<file path="src/rtl/cpu_ctrl_pkg.sv">
// Shared types and constants for the CPU run/step controller.
// State encoding, halt causes and the datapath PC width.
package cpu_ctrl_pkg;

    localparam int PC_W = 4;

    typedef enum logic [2:0] {
        IDLE,
        LOAD,
        RUN,
        STEP,
        HALT
    } state_t;

    localparam logic [2:0] CAUSE_NONE  = 3'd0;
    localparam logic [2:0] CAUSE_STOP  = 3'd1;
    localparam logic [2:0] CAUSE_BKPT  = 3'd2;
    localparam logic [2:0] CAUSE_END   = 3'd3;
    localparam logic [2:0] CAUSE_LIMIT = 3'd4;
    localparam logic [2:0] CAUSE_STEP  = 3'd5;

endpackage

</file>
<file path="src/rtl/cpu_run_ctrl_run_cnt.sv">
// Saturating retired-instruction counter with clear and limit flag.
module run_cnt #(
    parameter int CNT_W = 8,
    parameter int MAX   = 200
) (
    input  logic             clk,
    input  logic             rst_n,
    input  logic             clr,
    input  logic             en,
    output logic [CNT_W-1:0] count,
    output logic             at_max
);

    localparam logic [CNT_W-1:0] LIM = CNT_W'(MAX);

    assign at_max = (count == LIM);

    always_ff @(posedge clk or negedge rst_n) begin
        if (!rst_n) begin
            count <= '0;
        end else if (clr) begin
            count <= '0;
        end else if (en && !at_max) begin
            count <= count + 1'b1;
        end
    end

endmodule

</file>
<file path="src/rtl/cpu_run_ctrl.sv">
// Run/step controller for the 4-bit CPU datapath.
// Define CPU_RUN_CTRL_BKPT_EN to enable the PC breakpoint comparator.
module cpu_run_ctrl
    import cpu_ctrl_pkg::*;
#(
    parameter int              CNT_W     = 8,
    parameter int              MAX_INSTR = 200,
    parameter logic [PC_W-1:0] END_PC    = 4'hF
) (
    input  logic             clk,
    input  logic             rst_n,
    input  logic             start,
    input  logic             cont,
    input  logic             step,
    input  logic             stop,
    input  logic [PC_W-1:0]  start_pc,
    input  logic [PC_W-1:0]  pc_curr,
    input  logic             bp_valid,
    input  logic [PC_W-1:0]  bp_addr,
    output logic             set_pc,
    output logic [PC_W-1:0]  pc_init,
    output logic             dp_en,
    output logic             wr_inhibit,
    output logic             busy,
    output logic             halted,
    output logic [2:0]       halt_cause,
    output logic [CNT_W-1:0] instr_count
);

    state_t state;
    state_t nxt;

    logic       first;
    logic       at_max;
    logic       hit_bp;
    logic       hit_end;
    logic       cmd_ok;
    logic       go_start;
    logic       go_cont;
    logic       go_step;
    logic [2:0] run_cause;
    logic [2:0] step_cause;

    assign cmd_ok   = (state == IDLE) || (state == HALT);
    assign go_start = cmd_ok && start;
    assign go_cont  = cmd_ok && !start && cont;
    assign go_step  = cmd_ok && !start && !cont && step;
    assign hit_end  = (pc_curr == END_PC);

`ifdef CPU_RUN_CTRL_BKPT_EN
    assign hit_bp = bp_valid && (pc_curr == bp_addr) && !first;
`else
    logic bp_unused;
    assign bp_unused = ^{bp_valid, bp_addr, first};
    assign hit_bp    = 1'b0;
`endif

    always_comb begin
        run_cause = CAUSE_NONE;
        if (stop) begin
            run_cause = CAUSE_STOP;
        end else if (hit_bp) begin
            run_cause = CAUSE_BKPT;
        end else if (at_max) begin
            run_cause = CAUSE_LIMIT;
        end else if (hit_end) begin
            run_cause = CAUSE_END;
        end
    end

    // A step at the limit retires nothing and reports LIMIT.
    always_comb begin
        step_cause = CAUSE_STEP;
        if (at_max) begin
            step_cause = CAUSE_LIMIT;
        end else if (hit_end) begin
            step_cause = CAUSE_END;
        end
    end

    always_ff @(posedge clk or negedge rst_n) begin
        if (!rst_n) begin
            state <= IDLE;
        end else begin
            state <= nxt;
        end
    end

    always_comb begin
        nxt = state;
        unique case (state)
            IDLE, HALT: begin
                if (go_start) begin
                    nxt = LOAD;
                end else if (go_cont) begin
                    nxt = RUN;
                end else if (go_step) begin
                    nxt = STEP;
                end
            end
            LOAD: nxt = RUN;
            RUN: begin
                if (run_cause != CAUSE_NONE) begin
                    nxt = HALT;
                end
            end
            STEP:    nxt = HALT;
            default: nxt = IDLE;
        endcase
    end

    always_comb begin
        set_pc     = 1'b0;
        dp_en      = 1'b0;
        wr_inhibit = 1'b0;
        busy       = 1'b0;
        halted     = 1'b0;
        unique case (state)
            LOAD: begin
                set_pc     = 1'b1;
                dp_en      = 1'b1;
                wr_inhibit = 1'b1;
                busy       = 1'b1;
            end
            RUN: begin
                busy  = 1'b1;
                dp_en = (run_cause == CAUSE_NONE) ||
                        (run_cause == CAUSE_END);
            end
            STEP: begin
                busy  = 1'b1;
                dp_en = !at_max;
            end
            HALT:    halted = 1'b1;
            default: ;
        endcase
    end

    // First-cycle flag: set on every entry into RUN, clear after one cycle.
    always_ff @(posedge clk or negedge rst_n) begin
        if (!rst_n) begin
            first <= 1'b0;
        end else begin
            first <= (nxt == RUN) && (state != RUN);
        end
    end

    always_ff @(posedge clk or negedge rst_n) begin
        if (!rst_n) begin
            halt_cause <= CAUSE_NONE;
        end else if (go_start || go_cont || go_step) begin
            halt_cause <= CAUSE_NONE;
        end else if (state == RUN && run_cause != CAUSE_NONE) begin
            halt_cause <= run_cause;
        end else if (state == STEP) begin
            halt_cause <= step_cause;
        end
    end

    always_ff @(posedge clk or negedge rst_n) begin
        if (!rst_n) begin
            pc_init <= '0;
        end else if (go_start) begin
            pc_init <= start_pc;
        end
    end

    run_cnt #(
        .CNT_W (CNT_W),
        .MAX   (MAX_INSTR)
    ) u_cnt (
        .clk    (clk),
        .rst_n  (rst_n),
        .clr    (go_start),
        .en     (dp_en && !wr_inhibit),
        .count  (instr_count),
        .at_max (at_max)
    );

endmodule

</file>
<file path="config.mk">
export PLATFORM = sky130hd
export DESIGN_NAME = cpu_run_ctrl
export DESIGN_NICKNAME = d
export VERILOG_FILES = /design/src/rtl/cpu_ctrl_pkg.sv /design/src/rtl/cpu_run_ctrl_run_cnt.sv /design/src/rtl/cpu_run_ctrl.sv
export SDC_FILE = /design/constraint.sdc
export NUM_CORES = 1
export LEC_CHECK = 0
export CORE_MARGIN = 2
export CORE_UTILIZATION = 39
export DETAILED_ROUTE_END_ITERATION = 10
export GPL_TIMING_DRIVEN = 0
export PLACE_DENSITY = 0.82
export SLEW_MARGIN = 20
export SYNTH_ARGS = -nofsm -noshare
export SYNTH_HDL_FRONTEND = slang
export SYNTH_SLANG_ARGS = --single-unit
</file>
<file path="constraint.sdc">
create_clock -name clk -period 1.7 [get_ports clk]
set_input_delay 0.17 -clock clk [delete_from_list [all_inputs] [get_ports clk]]
set_output_delay 0.17 -clock clk [all_outputs]
set_load 0.01 [all_outputs]
</file>
==> reports/metrics.yaml <==
clocking:
  insertion_delay_ns: 0.29
  cts_hold_buf: 0
  cts_tree: "built"
  cts_buffers: 3
  clk_pin_slew_ns: 0.11
  root_buffer: "clkbuf_4"
  clkSinkCount: 18
  cts_buffer_depth: 2
  h-tree-depth: 1
sta:
  fin_ws_ns: -0.0582
  timing.fmax_mhz: 569
  drv_slew: 0
  max_slew_margin_pct: 45.4
  finalCritPeriodShare_pct: 103
  worst_clock_skew_ns: 0.00618
  tightest_slew_ns: 0.816
  grt_setup_unrepaired: "yes"
  hold_violations: 0
  setup_viol: 1
  period_needed_ns: 1.76
hold_path:
  hp-class: "input port to async pin"
detailed_routing:
  drt_iter0_drc: 15
  wl_per_cell_um: 13.7
  viasPerCell: 5.02
  firstDrtPassIters: 4
  vias: 858
  finalWirelength_um: 2350
  drtAntennaViolNets: 0
  drc: 0
cells_and_area:
  drive_above_1_share_pct: 22.7
  final_cell_mix: "clkdlybuf4s50_1 (28), nand2_1 (18), dfrtp_1 (16)"
  final_area_um2: 1480
  mostFrequentLayoutCell: "clkdlybuf4s50_1"
  finalNetCount: 163
  multi_input_area_um2: 546
  register_area_um2: 453
  fin_cells: 171
  syn_to_final_growth_pct: 45.9
  n_fill_cell: 229
  diodes: 0
placement:
  io_buffers: 33
  hpwl_um: 1770
  place.gp.congestion: 0.804
  placedCellCount: 163
  place_area_um2: 1390
die:
  fp.coreArea_um2: 2480
  start_util_pct: 41.1
  design.die.area_um2: 3030
  boundaryPins: 39
  dieHeight_um: 55.1
  die-width_um: 55.1
  rows: 18
synthesis:
  yosysSeqAreaShare_pct: 44.3
  syn_area_per_cell_um2: 10.2
  syn_nets: 121
  netlist_area_um2: 1020
  ys_ff_latch: 18
  synth.distinct_cells: 36
  syn_inst: 100
  yosys_warnings: 0
critical_path:
  worstPathCellList: "inv_2 > ha_4 > and3b_4 > a211oi_4 > o21a_1 > buf_2"
  crit_buf_inv: 2
  cp_max_fo: 2
  critical-path-top-delay-family: "compound AO/OA/AOI/OAI gates"
  crit_required_ns: 1.53
  crit_path_end_kind: "primary output"
  crit_type: "register to primary output"
  slowest_stage: "dfrtp_2"
  slowest_delay_ns: 0.39
  cp-start-kind: "register"
  arrival_ns: 1.59
global_route:
  grt-ovfl-total: 0
  antenna_found_initial: 0
  grt_max_degree: 19
  grt_usage_pct: 17.5
  grt_pass1_vias: 864
  grt_pass1_wl_um: 3760
power:
  p_leak_nw: 0.660
  power_per_cell_area_nw_per_um2: 1410
  p_total_mw: 2.10
  irDropWorstVdd_uv: 962
run:
  maxCapViolations: 0
outcome:
  violations: "setup timing"
  status: "finished, violations left"
-- cell families after synthesis --
family	Yosys count	share of synthesized area, %
compound gates	14	12.5
xor+xnor	4	3.44
fa+ha+maj	2	2.46
buf+inv	10	5.29
flops	18	44.3
mux	4	3.94
simple gates	48	28.0
-- routing by layer --
layer  routed length, um  up-vias  part of all wire (%)  GRT usage (%)
met5                   0        -                     0              0
met4                  16        0                  0.68           5.69
li1                    -      420                     -              -
met1                1010      416                    43           21.0
met2                1220       20                    52           31.3
met3                 103        2                   4.4           2.96
-- what timing repair did --
| item | in CTS | in global routing |
|---|---|---|
| buffers inserted | 5 | 0 |
| pin swaps | 6 | 0 |
| gates resized for setup | 20 | 1 |
| gates cloned | 0 | 0 |
| setup endpoints to repair | 12 | 4 |
-- sequential cells by signal, indices dropped and copies added (netlist names) --
signal,flops
halt_cause,3
pc_init,4
u_cnt.count,8
state,3
-- stage by stage --
step	util [%]	hold slack [ns]	setup slack [ns]	setup TNS (ns)
after detailed placement	55.9	0.468	-0.462	-0.767
after floorplan	-	-0.126	0.0155	0
after CTS	60.2	0.358	-0.0590	-0.0590
final	59.9	0.343	-0.0582	-0.0582
after global routing	59.9	0.395	-0.111	-0.165
after global placement	55.9	0.461	-0.421	-0.540
-- area by class of cell --
type / instances / area share [%]
Buffer: 5 / 2.53
Inverter: 5 / 1.26
Tap cell: 30 / 2.53
Timing Repair Buffer: 37 / 23.9
Sequential cell: 18 / 30.5
Multi-Input combinational cell: 72 / 36.8
Clock buffer: 4 / 2.45
-- report_power, final --
part / total, mW / switching [mW] / internal [mW] / leakage [nW]
registers: 0.650 / 0.0883 / 0.561 / 0.235
logic: 1.19 / 0.594 / 0.593 / 0.404
clock network: 0.263 / 0.133 / 0.130 / 0.0210
total: 2.10 / 0.815 / 1.28 / 0.660
-- path summary, 6_finish.rpt --
check                                              to                        from  depth (start not counted)  slack [ns]
max                                             dp_en  u_cnt.count[0]$_DFFE_PN0P_                          6       -0.06
min                            pc_init[0]$_DFFE_PN0P_                       rst_n                          1        0.34
max reg2reg                 halt_cause[0]$_DFFE_PN0P_  u_cnt.count[0]$_DFFE_PN0P_                          7        0.01
min reg2reg                    pc_init[2]$_DFFE_PN0P_      pc_init[2]$_DFFE_PN0P_                          2        0.49
max in group asynchronous  u_cnt.count[1]$_DFFE_PN0P_                       rst_n                          1        0.80
min in group clk               pc_init[0]$_DFFE_PN0P_                 start_pc[0]                          3        0.41
-- synthesized netlist by cell type --
| cell type | number | share of area, % |
|---|---|---|
| a2111oi_4 | 1 | 2.7 |
| a211oi_4 | 1 | 2.0 |
| a21o_1 | 1 | 0.74 |
| a21oi_1 | 2 | 0.98 |
| a31oi_1 | 2 | 1.2 |
| a41o_2 | 1 | 1.1 |
| and2_1 | 1 | 0.62 |
| and3b_4 | 1 | 1.2 |
| and4_1 | 1 | 0.86 |
| and4bb_4 | 1 | 1.6 |
| buf_2 | 1 | 0.49 |
| buf_4 | 2 | 1.5 |
| buf_6 | 1 | 1.1 |
| clkbuf_1 | 1 | 0.37 |
| dfrtp_1 | 18 | 44 |
| ha_1 | 2 | 2.5 |
| inv_1 | 5 | 1.8 |
| mux2i_1 | 4 | 3.9 |
| nand2_1 | 18 | 6.6 |
| nand2b_1 | 2 | 1.2 |
| nand3_1 | 4 | 2.0 |
| nor2_1 | 9 | 3.3 |
| nor2_2 | 1 | 0.62 |
| nor2b_2 | 1 | 0.86 |
| nor3_1 | 3 | 1.5 |
| nor3_2 | 1 | 0.98 |
| nor3b_1 | 1 | 0.74 |
| nor4_4 | 2 | 4.2 |
| o211a_1 | 1 | 0.98 |
| o21a_1 | 1 | 0.74 |
| o21ai_0 | 2 | 0.98 |
| o21ai_1 | 1 | 0.49 |
| o22ai_1 | 1 | 0.62 |
| or3b_1 | 1 | 0.86 |
| or3b_2 | 1 | 0.86 |
| xnor2_1 | 4 | 3.4 |
-- worst reg2reg max path, delay by kind of cell, from the launching register on --
| family | cells | cell delay [ns] |
|---|---|---|
| adders and majority gates | 1 | 0.15 |
| buffers and inverters | 2 | 0.17 |
| and+or+nand+nor | 2 | 0.29 |
| DFF | 1 | 0.39 |
| AOI/OAI and AO/OA | 2 | 0.60 |
(Power assumes the default switching activity.)
